--- config.mk ---
export PLATFORM = sky130hd
export DESIGN_NAME = instr_encoder
export DESIGN_NICKNAME = d
export VERILOG_FILES = /design/src/rtl/instr_encoder.sv
export SDC_FILE = /design/constraint.sdc
export NUM_CORES = 1
export LEC_CHECK = 0
export BUFFER_PORTS_ARGS = -buffer_cell sky130_fd_sc_hd__buf_4
export CAP_MARGIN = 5
export CORE_ASPECT_RATIO = 1.4
export CORE_UTILIZATION = 25
export CTS_BUF_LIST = sky130_fd_sc_hd__clkbuf_4
export DETAILED_ROUTE_END_ITERATION = 10
export GPL_TIMING_DRIVEN = 1
export PLACE_DENSITY = 0.41
export SLEW_MARGIN = 0
export SYNTH_ARGS = -nofsm -noshare
export SYNTH_HDL_FRONTEND = slang
export SYNTH_SLANG_ARGS = --single-unit
--- constraint.sdc ---
create_clock -name clk -period 4.69 [get_ports clk]
set_clock_uncertainty 0.05 [all_clocks]
set_input_delay 0.2345 -clock clk [delete_from_list [all_inputs] [get_ports clk]]
set_output_delay 0.2345 -clock clk [all_outputs]
set_load 0.01 [all_outputs]
--- src/rtl/instr_encoder.sv ---
// Program loader: packs an RV32I subset mnemonic plus operands into a 32-bit word and writes it
// to instruction memory at an auto-incrementing word address.
module instr_encoder #(
  parameter int unsigned ADDR_W = 6,
  parameter int unsigned DEPTH  = 64
) (
  input  logic              clk,
  input  logic              rst,
  input  logic              clear,
  input  logic              in_valid,
  output logic              in_ready,
  input  logic [3:0]        op_sel,
  input  logic [4:0]        rd,
  input  logic [4:0]        rs1,
  input  logic [4:0]        rs2,
  input  logic [12:0]       imm,
  output logic              mem_we,
  output logic [ADDR_W-1:0] mem_addr,
  output logic [31:0]       mem_wdata,
  output logic              err,
  output logic              full,
  output logic [ADDR_W-1:0] count
);

  typedef enum logic [1:0] {StIdle, StEnc, StWr, StFull} state_e;

  localparam logic [ADDR_W-1:0] LastAddr = ADDR_W'(DEPTH - 1);
  localparam logic [6:0]        OpcR     = 7'b0110011;

  state_e            state_q;
  logic [3:0]        op_q;
  logic [4:0]        rd_q, rs1_q, rs2_q;
  logic [12:0]       imm_q;
  logic [ADDR_W-1:0] count_q;
  logic              full_q, err_q;
  logic [31:0]       wdata_q;

  logic [31:0]       enc;
  logic              illegal;

  // 12-bit immediates must sign-extend cleanly from the 13-bit input, so imm[12] == imm[11].
  always_comb begin
    enc     = 32'h0;
    illegal = 1'b0;
    case (op_q)
      4'd0: enc = {7'b0000000, rs2_q, rs1_q, 3'b000, rd_q, OpcR};
      4'd1: enc = {7'b0100000, rs2_q, rs1_q, 3'b000, rd_q, OpcR};
      4'd2: enc = {7'b0000000, rs2_q, rs1_q, 3'b111, rd_q, OpcR};
      4'd3: enc = {7'b0000000, rs2_q, rs1_q, 3'b110, rd_q, OpcR};
      4'd4: enc = {7'b0000000, rs2_q, rs1_q, 3'b100, rd_q, OpcR};
      4'd5: enc = {7'b0000000, rs2_q, rs1_q, 3'b010, rd_q, OpcR};
      4'd6: begin
        illegal = imm_q[12] != imm_q[11];
        enc     = {imm_q[11:0], rs1_q, 3'b000, rd_q, 7'b0010011};
      end
      4'd7: begin
        illegal = imm_q[12] != imm_q[11];
        enc     = {imm_q[11:0], rs1_q, 3'b000, rd_q, 7'b0000011};
      end
      4'd8: begin
        illegal = imm_q[12] != imm_q[11];
        enc     = {imm_q[11:5], rs2_q, rs1_q, 3'b000, imm_q[4:0], 7'b0100011};
      end
      4'd9: begin
        illegal = imm_q[0];
        enc     = {imm_q[12], imm_q[10:5], rs2_q, rs1_q, 3'b000, imm_q[4:1], imm_q[11],
                   7'b1100011};
      end
      default: illegal = 1'b1;
    endcase
  end

  always_ff @(posedge clk) begin
    if (rst) begin
      state_q <= StIdle;
      op_q    <= 4'h0;
      rd_q    <= 5'h0;
      rs1_q   <= 5'h0;
      rs2_q   <= 5'h0;
      imm_q   <= 13'h0;
      count_q <= '0;
      full_q  <= 1'b0;
      err_q   <= 1'b0;
      wdata_q <= 32'h0;
    end else begin
      err_q <= 1'b0;
      if (clear) begin
        state_q <= StIdle;
        count_q <= '0;
        full_q  <= 1'b0;
      end else begin
        case (state_q)
          StIdle: begin
            if (in_valid) begin
              op_q    <= op_sel;
              rd_q    <= rd;
              rs1_q   <= rs1;
              rs2_q   <= rs2;
              imm_q   <= imm;
              state_q <= StEnc;
            end
          end
          StEnc: begin
            if (illegal) begin
              err_q   <= 1'b1;
              state_q <= StIdle;
            end else begin
              wdata_q <= enc;
              state_q <= StWr;
            end
          end
          StWr: begin
            count_q <= count_q + 1'b1;
            if (count_q == LastAddr) begin
              full_q  <= 1'b1;
              state_q <= StFull;
            end else begin
              state_q <= StIdle;
            end
          end
          StFull:  state_q <= StFull;
          default: state_q <= StIdle;
        endcase
      end
    end
  end

  // clear aborts a pending write in the same cycle it is raised.
  assign in_ready  = (state_q == StIdle) && !clear;
  assign mem_we    = (state_q == StWr) && !clear;
  assign mem_addr  = count_q;
  assign mem_wdata = wdata_q;
  assign err       = err_q;
  assign full      = full_q;
  assign count     = count_q;

endmodule

# Word level (Yosys, flattened, before mapping)
# Index checks and enable logic that the tools add are counted.
[totals]
output_inout_bits = 48
regBits = 74
word_cells = 48
[op_classes]
n_eq_ne = 15
n_reduce_logical = 12
add_sub_neg = 1
n_mux = 7
bitwise = 3
[ops]
columns = ["cell", "count"]
rows = [
  ["32-bit one-hot mux with 10 select lines", 1],
  ["4-bit by 3-bit == test with 1-bit output, second input constant", 4],
  ["4-bit by 2-bit == test with 1-bit output, second input constant", 2],
  ["4-bit == test, second input constant", 2],
  ["2-bit one-hot mux with 4 select lines", 1],
  ["6-bit by 1-bit adder with 6-bit output, second input constant", 1],
  ["6-bit == test, second input constant", 1],
  ["2-bit 2-to-1 mux", 3],
  ["3-bit AND reduction", 2],
  ["3-bit OR reduction", 2],
  ["6-bit OR reduction", 1],
  ["2-bit == test, second input constant", 2],
  ["4-bit by 1-bit == test with 1-bit output, second input constant", 1],
  ["4-bit logical NOT", 1],
  ["1-bit inverter", 3],
  ["1-bit one-hot mux with 3 select lines", 1],
  ["2-bit by 1-bit == test with 1-bit output, second input constant", 1],
  ["1-bit logical AND", 2],
  ["2-bit logical NOT", 1],
  ["2-bit != test, second input constant", 1],
  ["2-bit AND reduction", 1],
  ["2-bit OR reduction", 1],
  ["1-bit logical NOT", 1],
  ["1-bit 2-to-1 mux", 1],
  ["1-bit != test", 1],
]

# Longest topological paths before layout
# Gate-level depths: netlist (run 1).
[logic_depth]
ltp_word = 5
depth_mapped = 6
depth_no_buf = 5

# Worst setup path after synthesis (run 1)
# OpenSTA, ideal clock, no wires.
[synth_path]
kind = "flip-flop to flip-flop"
from = "register op_q[0]"
to = "register wdata_q[20], in the netlist mem_wdata[20]"
slack_ps = 3139
n_path_buf = 1
arrival_time_ps = 1379
stages_incl_launch_ff = 6
setup_ps = 122
synth_period_minus_slack_ps = 1551
cell_sequence = "dfxtp_1 > buf_6 > nor4b_4 > o21ba_2 > nor3_2 > a221o_1"
[synth_via]
elab_chain_cells = 5
elab_cells_between_ends = 16
classes_between = "eq/ne (9); mux (2); bitwise (1); reduce/logical (4)"
[synth_lines]
columns = ["item", "line_no", "source"]
rows = [
  ["start: declaration", "31", "logic [3:0] op_q;"],
  ["start signal: assignment", "95", "op_q <= op_sel;"],
  ["4-bit by 3-bit == test with 1-bit output (tied with other cells)", "45", "case (op_q)"],
  ["6-bit OR reduction (no line) or 3-bit OR reduction (tied branches)", "-", ""],
  ["1-bit one-hot mux with 3 select lines", "45", ""],
  ["1-bit inverter (no line)", "-", ""],
  ["3-bit AND reduction (no line)", "-", ""],
  ["end signal: assignment", "108", "wdata_q <= enc;"],
  ["end: declaration", "36", "logic [31:0] wdata_q;"],
]
# Several ways; a longest one is shown, not always the timed one.
# A chain may end at the register's enable or synchronous reset.

# Worst setup path in the final report (run 1)
[layout_path]
from = "register op_q[3]"
to = "register wdata_q[30], in the netlist mem_wdata[30]"
# The elaborated chain is that of the path after synthesis.

==> results of run 1 <==
-- Yosys cell counts (all sizes together) --
cell type / instances
and3b: 1
ha: 1
o21bai: 1
o21ba: 1
clkbuf: 11
conb: 1
mux2i: 4
nor4b: 1
a221o: 5
or3b: 1
xor2: 4
a22oi: 4
nand4: 10
nand3b: 2
o21ai: 20
or2: 1
clkinv: 1
nor3b: 6
a21oi: 60
nand3: 11
and3: 1
buf: 26
inv: 1
and2: 1
a211oi: 7
o2bb2ai: 1
a211o: 1
xnor2: 2
nand2: 70
nor2b: 2
nor2: 12
a21boi: 1
dfxtp: 71
nand2b: 8
nor3: 7
a2111oi: 1
-- flip-flops by register name (all words and copies together), names as in the netlist --
signal / cells
count: 6
err: 1
full: 1
imm_q: 13
mem_wdata: 29
op_q: 4
rd_q: 5
rs1_q: 5
rs2_q: 5
state_q: 2
-- per-layer routing --
| layer | up-vias | GRT usage | routed length (microns) |
|---|---|---|---|
| met5 | - | 0 | 0 |
| met4 | 0 | 0.0455 | 142 |
| met3 | 11 | 0.0431 | 442 |
| met2 | 77 | 0.235 | 4200 |
| met1 | 1306 | 0.179 | 3780 |
| li1 | 1402 | - | - |
-- metrics by stage --
stage | hold slack, ns | area [sq um] | instances
after global routing | 0.00419 | 4030 | 594
after CTS | 0.00435 | 4020 | 593
after global placement | 0.396 | 3620 | 550
after floorplan | 0.320 | 3040 | 359
after detailed placement | 0.398 | 3620 | 550
final | 0.0220 | 4030 | 594
-- logic make-up after synthesis --
kind of cell,count (synthesis)
fa+ha+maj,1
simple gates,134
compound gates,102
flops,71
other cells,1
xor+xnor,6
buf+inv,39
mux,4
-- worst max path at each step --
stage                 start             to  slack (ns)  depth (start not counted)
detailed placement  op_q[3]  mem_wdata[30]        2.10                          4
global route        op_q[3]  mem_wdata[30]        1.76                          4
finish              op_q[3]  mem_wdata[30]        2.02                          4
CTS                 op_q[3]  mem_wdata[30]        2.06                          4
global placement    op_q[3]  mem_wdata[30]        2.15                          4
floorplan           op_q[0]  mem_wdata[20]        3.14                          5
-- power breakdown --
group	switching (mW)	internal (mW)
Clock	0.212	0.162
Sequential	0.0178	0.620
Combinational	0.0603	0.0623
-- final cells by class --
cell class	instances	area share
Clock buffer	10	0.0186
Inverter	2	0.00186
Timing Repair Buffer	109	0.221
Tap cell	147	0.0457
Sequential cell	71	0.353
Multi-Input combinational cell	249	0.348
Clock inverter	6	0.0127
-- timing repair --
item,in CTS,in global routing
hold buffers,27,1
endpoints found under the hold margin,27,1
gates resized for setup,0,0
-- worst register-to-register path: stages, from the launching register on --
cell      delay, ns
dfxtp_1        0.62
clkinv_1       0.37
o21ai_1        0.80
nor2_1         0.45
a211oi_1       0.31
==> flow_metrics.tcl, run 1 <==
set metrics [dict create \
    rsz0062_at_grt "false" \
    hold_path_end "imm_q[0]" \
    hold_class "in -> reg" \
    cts_max_level 3 \
    slowest_stage "o21ai_1" \
    num_antenna_cells 0 \
    postCtsSetupBuffers 0 \
    dp_hpwl_microns 5980 \
    start_util 0.257 \
    synth_seq_area_share 0.468 \
    seq_area_sq_um 1420 \
    finalSetupViolations 0 \
    fin_setup_tns_ns 0 \
    powerDensity_nw_per_um2 282 \
    clock_latency_ns 0.42 \
    drc 0 \
    synthMuxAreaShare 0.0132 \
    min_from "imm[0]" \
    grt_max_degree 66 \
    ys_types 44 \
    rows 47 \
    synth_top_cell_area_share 0.468 \
    syn_avg_cell_area_sq_um 8.49 \
    core_area_sq_um 11800 \
    nFillCells 1285 \
    slew_headroom 0.219 \
    path_cells "clkinv_1, o21ai_1, nor2_1, a211oi_1" \
    antenna_found_initial 0 \
    fin_nets 479 \
    wl_per_cell_microns 14.4 \
    layout_common_cells "buf_4 (81), dfxtp_1 (71), nand2_1 (70)" \
    pin_count 84 \
    gp_congestion 0.804 \
    drt-initial-drc-count 126 \
    drive_gt1_frac 0.239 \
    multi_input_area_sq_um 1400 \
    p_leak_nw 1.51 \
    yosysWarnings 0 \
    ant_nets 0 \
    synth-xor-area-share 0.0173 \
    worstSetupPathType "reg -> reg" \
    fin_total_pwr_mw 1.13 \
    fin_crit_sh 0.570 \
    rr_endpoint "mem_wdata[30]" \
    die_height_microns 132 \
    r2r_start "op_q[3]" \
    ff2ff_setup_slack_ns 2.02 \
    critical_path.endpoint_type "register" \
    synthTopCellsByArea "dfxtp_1 (47%), a21oi_1 (9.7%), nand2_1 (8.6%)" \
    synth-simple-area-share 0.217 \
    irDropWorstVdd_uv 117 \
    fin_util 0.341 \
    viasPerCell 4.71 \
    dr.pass1.iters 4 \
    grt_pass1_vias 2699 \
    numClockSinks 71 \
    root_buffer "clkbuf_4" \
    clk_pin_slew_ns 0.11 \
    synthAdderAreaFrac 0.00412 \
    die_w_microns 95.2 \
    cts_tree "done" \
    synth_top_family_by_area "simple AND/OR/NAND/NOR gates" \
    startpoint_type "register" \
    worst-path-buf-inv 1 \
    period_needed_ns 2.67 \
    layout_commonest_cell "buf_4" \
    hold_depth 3 \
    dp_slack_ns 2.10 \
    cts.path.max_buffers 2 \
    max_stage_delay_ns 0.80 \
    syn_area_sq_um 3040 \
    setup_ws_ns 2.02 \
    synthCells 358 \
    crit_fanout 13 \
    hold_violations 0 \
    dieArea_sq_um 12600 \
    finalMaxSlewViolations 0 \
    io_buffers 81 \
    yosys_register_bits 71 \
    max_freq_mhz 374 \
    grt_overflow 0 \
    status "finished, final reports clean" \
    worstPathArrival_ns 2.96 \
    synth_compound_area_frac 0.207 \
    track_usage 0.144 \
    grt_pass1_wl_microns 13800 \
    wl_microns 8570 \
    path_delay_family "compound AO/OA/AOI/OAI gates" \
    worst_pin_slew_ns 1.17 \
    cts_made_buffers 9 \
    required_ns 4.98 \
    synth_top_area_cell "dfxtp_1" \
    rr_worst_depth 4 \
    vias 2796 \
    syn_to_final_growth_pct 32.6 \
    drv_cap 0 \
]
(Power assumes the default switching activity.)
==> run 2: changes to the inputs <==
clock period = 2.65 ns   (was 4.69 ns; I/O delays follow)
==> run 2 against run 1 <==
Total power increased by 88%. Cell area increased by 3.8%. Critical path depth unchanged. Highest routed layer unchanged. Register-to-register slack got worse by 1.5 ns. Combinational power increased by 91%. Die area unchanged. Global-route usage about the same. Final cell count increased by 2.2%. Hold slack improved by 0.033 ns.
==> flow_metrics.tcl, run 2 (synthesis gave the netlist of run 1 again) <==
set metrics [dict create \
    status "finished, final reports clean" \
    pwr-share-clk 0.361 \
    vias 2779 \
    slowest_stage "nor2_1" \
    seq_area_sq_um 1420 \
    rows 47 \
    combPwrFrac 0.110 \
    root_buffer "clkbuf_4" \
    fin_util 0.354 \
    fin_setup_tns_ns 0 \
    layout_commonest_cell "buf_4" \
    final_cells 607 \
    hold_class "in -> reg" \
    finalMaxSlewViolations 0 \
    p_switching_mw 0.513 \
    worstPathArrival_ns 2.35 \
    pin_count 84 \
    wl_microns 8670 \
    irDropWorstVdd_uv 210 \
    cts_resized 0 \
    postCtsSetupBuffers 0 \
    cts_hold_buf 33 \
    multi_input_area_sq_um 1400 \
    required_ns 2.86 \
    powerDensity_nw_per_um2 510 \
    cts_tree "done" \
    cts_max_level 3 \
    dp_hpwl_microns 5940 \
    nFillCells 1251 \
    gp_congestion 0.783 \
    hold_violations 0 \
    max_freq_mhz 466 \
    crit_fanout 14 \
    wl_per_cell_microns 14.3 \
    dieArea_sq_um 12600 \
    grt_pass1_wl_microns 13800 \
    grt_pass1_vias 2764 \
    switching_share 0.241 \
    track_usage 0.144 \
    max_stage_delay_ns 0.75 \
    startpoint_type "register" \
    cts.path.max_buffers 2 \
    grt_use_met3 0.0287 \
    clk_pin_slew_ns 0.11 \
    antenna_found_initial 0 \
    drive_gt1_frac 0.252 \
    clock_latency_ns 0.41 \
    worst_pin_slew_ns 0.975 \
    worstSetupPathType "reg -> reg" \
    path_cells "and3b_1, o21ba_2, nor2_1, a211oi_2" \
    grt_max_degree 66 \
    layout_common_cells "buf_4 (88), dfxtp_1 (71), nand2_1 (70)" \
    ant_nets 0 \
    rsz0062_at_grt "false" \
    worst-path-buf-inv 0 \
    drv_cap 0 \
    drc 0 \
    viasPerCell 4.58 \
    dr.pass1.iters 4 \
    fin_total_pwr_mw 2.13 \
    grt_overflow 0 \
    p_leak_nw 1.59 \
    die_height_microns 132 \
    largest_reg_flops 29 \
    grtUsageMet2 0.233 \
    syn_to_final_growth_pct 37.6 \
    drt-initial-drc-count 107 \
    finalSetupViolations 0 \
    num_antenna_cells 0 \
    slew_headroom 0.348 \
    place_inst 558 \
    io_buffers 81 \
    period_needed_ns 2.14 \
    fin_nets 492 \
    start_util 0.257 \
    fin_hold_ws_ns 0.0554 \
    numClockSinks 71 \
    fin_crit_sh 0.809 \
    path_delay_family "simple AND/OR/NAND/NOR gates" \
    cts_made_buffers 9 \
    intPower_mw 1.62 \
    die_w_microns 95.2 \
    pwr-share-seq 0.528 \
    core_area_sq_um 11800 \
    critical_path.endpoint_type "register" \
    grtUsageMet1 0.183 \
    grt_busiest_layer "met2" \
]
run 2: changes by cell type in the layout (fill, tap and decap cells not counted):
cell           change
clkinv_2           -1
clkbuf_4           +1
dlygate4sd3_1      +5
buf_12             +1
buf_4              +7
clkinv_1           -1
bufinv_16          +1
run 2: stage by stage:
stage / setup WS [ns] / cell area (sq um)
finish: 0.506 / 4180
global route: 0.288 / 4180
CTS: 0.489 / 4180
detailed placement: 0.504 / 3690
global placement: 0.556 / 3690
floorplan: 1.10 / 3040
run 2: cell type report:
cell class | count | share of cell area
sequential | 71 | 0.340
timing repair buffer | 122 | 0.242
tap | 147 | 0.0440
multi-input combinational | 249 | 0.335
clock inverter | 5 | 0.0174
inverter | 2 | 0.00180
clock buffer | 11 | 0.0198
run 2: path summary, 6_finish.rpt:
check | start | end | slack [ns] | cells past startpoint
worst max-delay path | op_q[2] | mem_wdata[31] | 0.51 | 4
worst min-delay path | clear | mem_wdata[14] | 0.06 | 4
worst max register to register | op_q[2] | mem_wdata[31] | 0.51 | 4
worst min register to register | rd_q[3] | rd_q[3] | 0.41 | 2
run 2: worst min-delay path: cells and delay by family:
kind                   cells  cell delay [ns]
AND/OR/NAND/NOR            2             0.16
AO/OA/AOI/OAI              1             0.06
buffers and inverters      1             0.12
run 2: power by group through the flow:
stage	clock, mW	combinational [mW]	sequential, mW
2_1_floorplan	0	0.121	1.14
3_3_place_gp	0	0.199	1.15
3_5_place_dp	0	0.200	1.15
4_1_cts	0.802	0.240	1.13
5_1_grt	0.844	0.261	1.13
6_report	0.769	0.235	1.13
run 2: routing by layer:
| layer | vias to the layer above | routed length, microns | share of wire |
|---|---|---|---|
| met5 | - | 0 | 0 |
| met4 | 0 | 113 | 0.013 |
| met3 | 6 | 348 | 0.040 |
| met2 | 71 | 4330 | 0.50 |
| met1 | 1271 | 3890 | 0.45 |
| li1 | 1431 | - | - |
==> run 3: changes to the inputs <==
PLACE_DENSITY = 0.43   (was 0.41)
clock period = 1.8 ns   (was 2.65 ns; I/O delays follow)
==> run 3 against run 2 <==
Register-to-register slack got worse by 0.42 ns. Utilization is 1.5 points higher. Critical path depth is 2 higher. First-iteration DRC count up 6.5%. Largest cell class unchanged.
==> flow_metrics.tcl, run 3 (synthesis gave the netlist of run 1 again) <==
set metrics [dict create \
    io_buffers 81 \
    gp_congestion 0.768 \
    dp_hpwl_microns 6060 \
    period_needed_ns 1.72 \
    hold_violations 0 \
    wl_per_cell_microns 14.1 \
    rsz0062_at_grt "true" \
    max_stage_delay_ns 0.38 \
    irDropWorstVdd_uv 283 \
    cts_made_buffers 9 \
    wl_microns 8890 \
    fin_util 0.368 \
    finalSetupViolations 0 \
    cts_tree "done" \
    dr.pass1.iters 4 \
    powerDensity_nw_per_um2 660 \
    placed_cell_area_sq_um 3840 \
    fin_crit_sh 0.955 \
    fin_total_pwr_mw 2.87 \
    place_inst 576 \
    pin_count 84 \
    drv_cap 0 \
    viasPerCell 4.64 \
    path_delay_family "compound AO/OA/AOI/OAI gates" \
    crit_fanout 13 \
    grt_overflow 0 \
    required_ns 2.06 \
    grt_max_degree 34 \
    syn_to_final_growth_pct 43.2 \
    grt_pass1_vias 2745 \
    numClockSinks 71 \
    die_w_microns 95.2 \
    dieArea_sq_um 12600 \
    layout_commonest_cell "buf_4" \
    fin_area_sq_um 4350 \
    layout_common_cells "buf_4 (104), nand2_1 (70), dfxtp_1 (67)" \
    vias 2918 \
    r2r_start "op_q[2]" \
    core_area_sq_um 11800 \
    slowest_stage "dfxtp_4" \
    root_buffer "clkbuf_4" \
    die_height_microns 132 \
    ant_nets 0 \
    worstSetupPathType "reg -> reg" \
    worst-path-buf-inv 2 \
    clock_latency_ns 0.42 \
    cts.path.max_buffers 2 \
    p_leak_nw 1.69 \
    final_cells 629 \
    cts_max_level 3 \
    finalMaxSlewViolations 0 \
    start_util 0.257 \
    startpoint_type "register" \
    drive_gt1_frac 0.297 \
    crit_start "op_q[2]" \
    clk_pin_slew_ns 0.12 \
    drt-initial-drc-count 114 \
    status "finished, final reports clean" \
    rows 47 \
    grt_pass1_wl_microns 14200 \
    hold_class "in -> reg" \
    fin_nets 513 \
    track_usage 0.148 \
    largest_reg_flops 29 \
    max_freq_mhz 582 \
    drc 0 \
    antenna_found_initial 1 \
    worstPathArrival_ns 1.97 \
    path_cells "buf_12, nor4b_4, o21ba_2, buf_6, nor3_4, a221o_1" \
    critical_path.endpoint_type "register" \
    min_from "rst" \
]
run 3: final timing paths:
path | end | cells after the start | slack, ns
worst max-delay path | mem_wdata[23] | 6 | 0.08
worst min register to register | rs1_q[4] | 2 | 0.41
worst max register to register | mem_wdata[23] | 6 | 0.08
worst min-delay path | imm_q[2] | 2 | 0.04
run 3: report_power, final:
| group | switching, mW | leakage (nW) | total, mW | internal (mW) |
|---|---|---|---|---|
| clock | 0.545 | 0.0648 | 0.827 | 0.281 |
| combinational | 0.187 | 1.05 | 0.396 | 0.210 |
| sequential | 0.0326 | 0.578 | 1.65 | 1.61 |
run 3: final cells by class:
cell class                 count  area [sq um]
antenna                        1          2.50
multi-input combinational    249          1420
clock buffer                  10          75.1
sequential                    71          1430
clock inverter                 6          27.5
inverter                       2          7.51
timing repair buffer         143          1200
fill                        1248          7470
tap                          147           184
run 3: metrics by stage:
step           setup slack, ns  TNS (ns)  hold slack [ns]
2_1_floorplan            0.249         0            0.176
6_report                0.0818         0           0.0432
5_1_grt               -0.00537  -0.00537           0.0113
3_5_place_dp            -0.214     -2.03            0.297
4_1_cts                 0.0383         0          0.00991
3_3_place_gp            -0.166     -1.63            0.291
run 3: timing repair:
| action | 4_1_cts | 5_1_grt |
|---|---|---|
| endpoints found under the hold margin | 33 | 0 |
| pin swaps | 0 | 3 |
| endpoints found under the setup margin | 16 | 24 |
| hold buffers | 33 | 0 |
| buffers inserted | 1 | 2 |
| cloned | 0 | 0 |
| gates resized for setup | 2 | 15 |
run 3: metal layers:
layer	vias up	part of all wire	track usage	wire length, microns
li1	1470	-	-	-
met1	1373	0.45	0.194	4000
met2	65	0.49	0.232	4380
met3	10	0.043	0.0339	382
met4	0	0.015	0.0598	131
met5	-	0	0	0
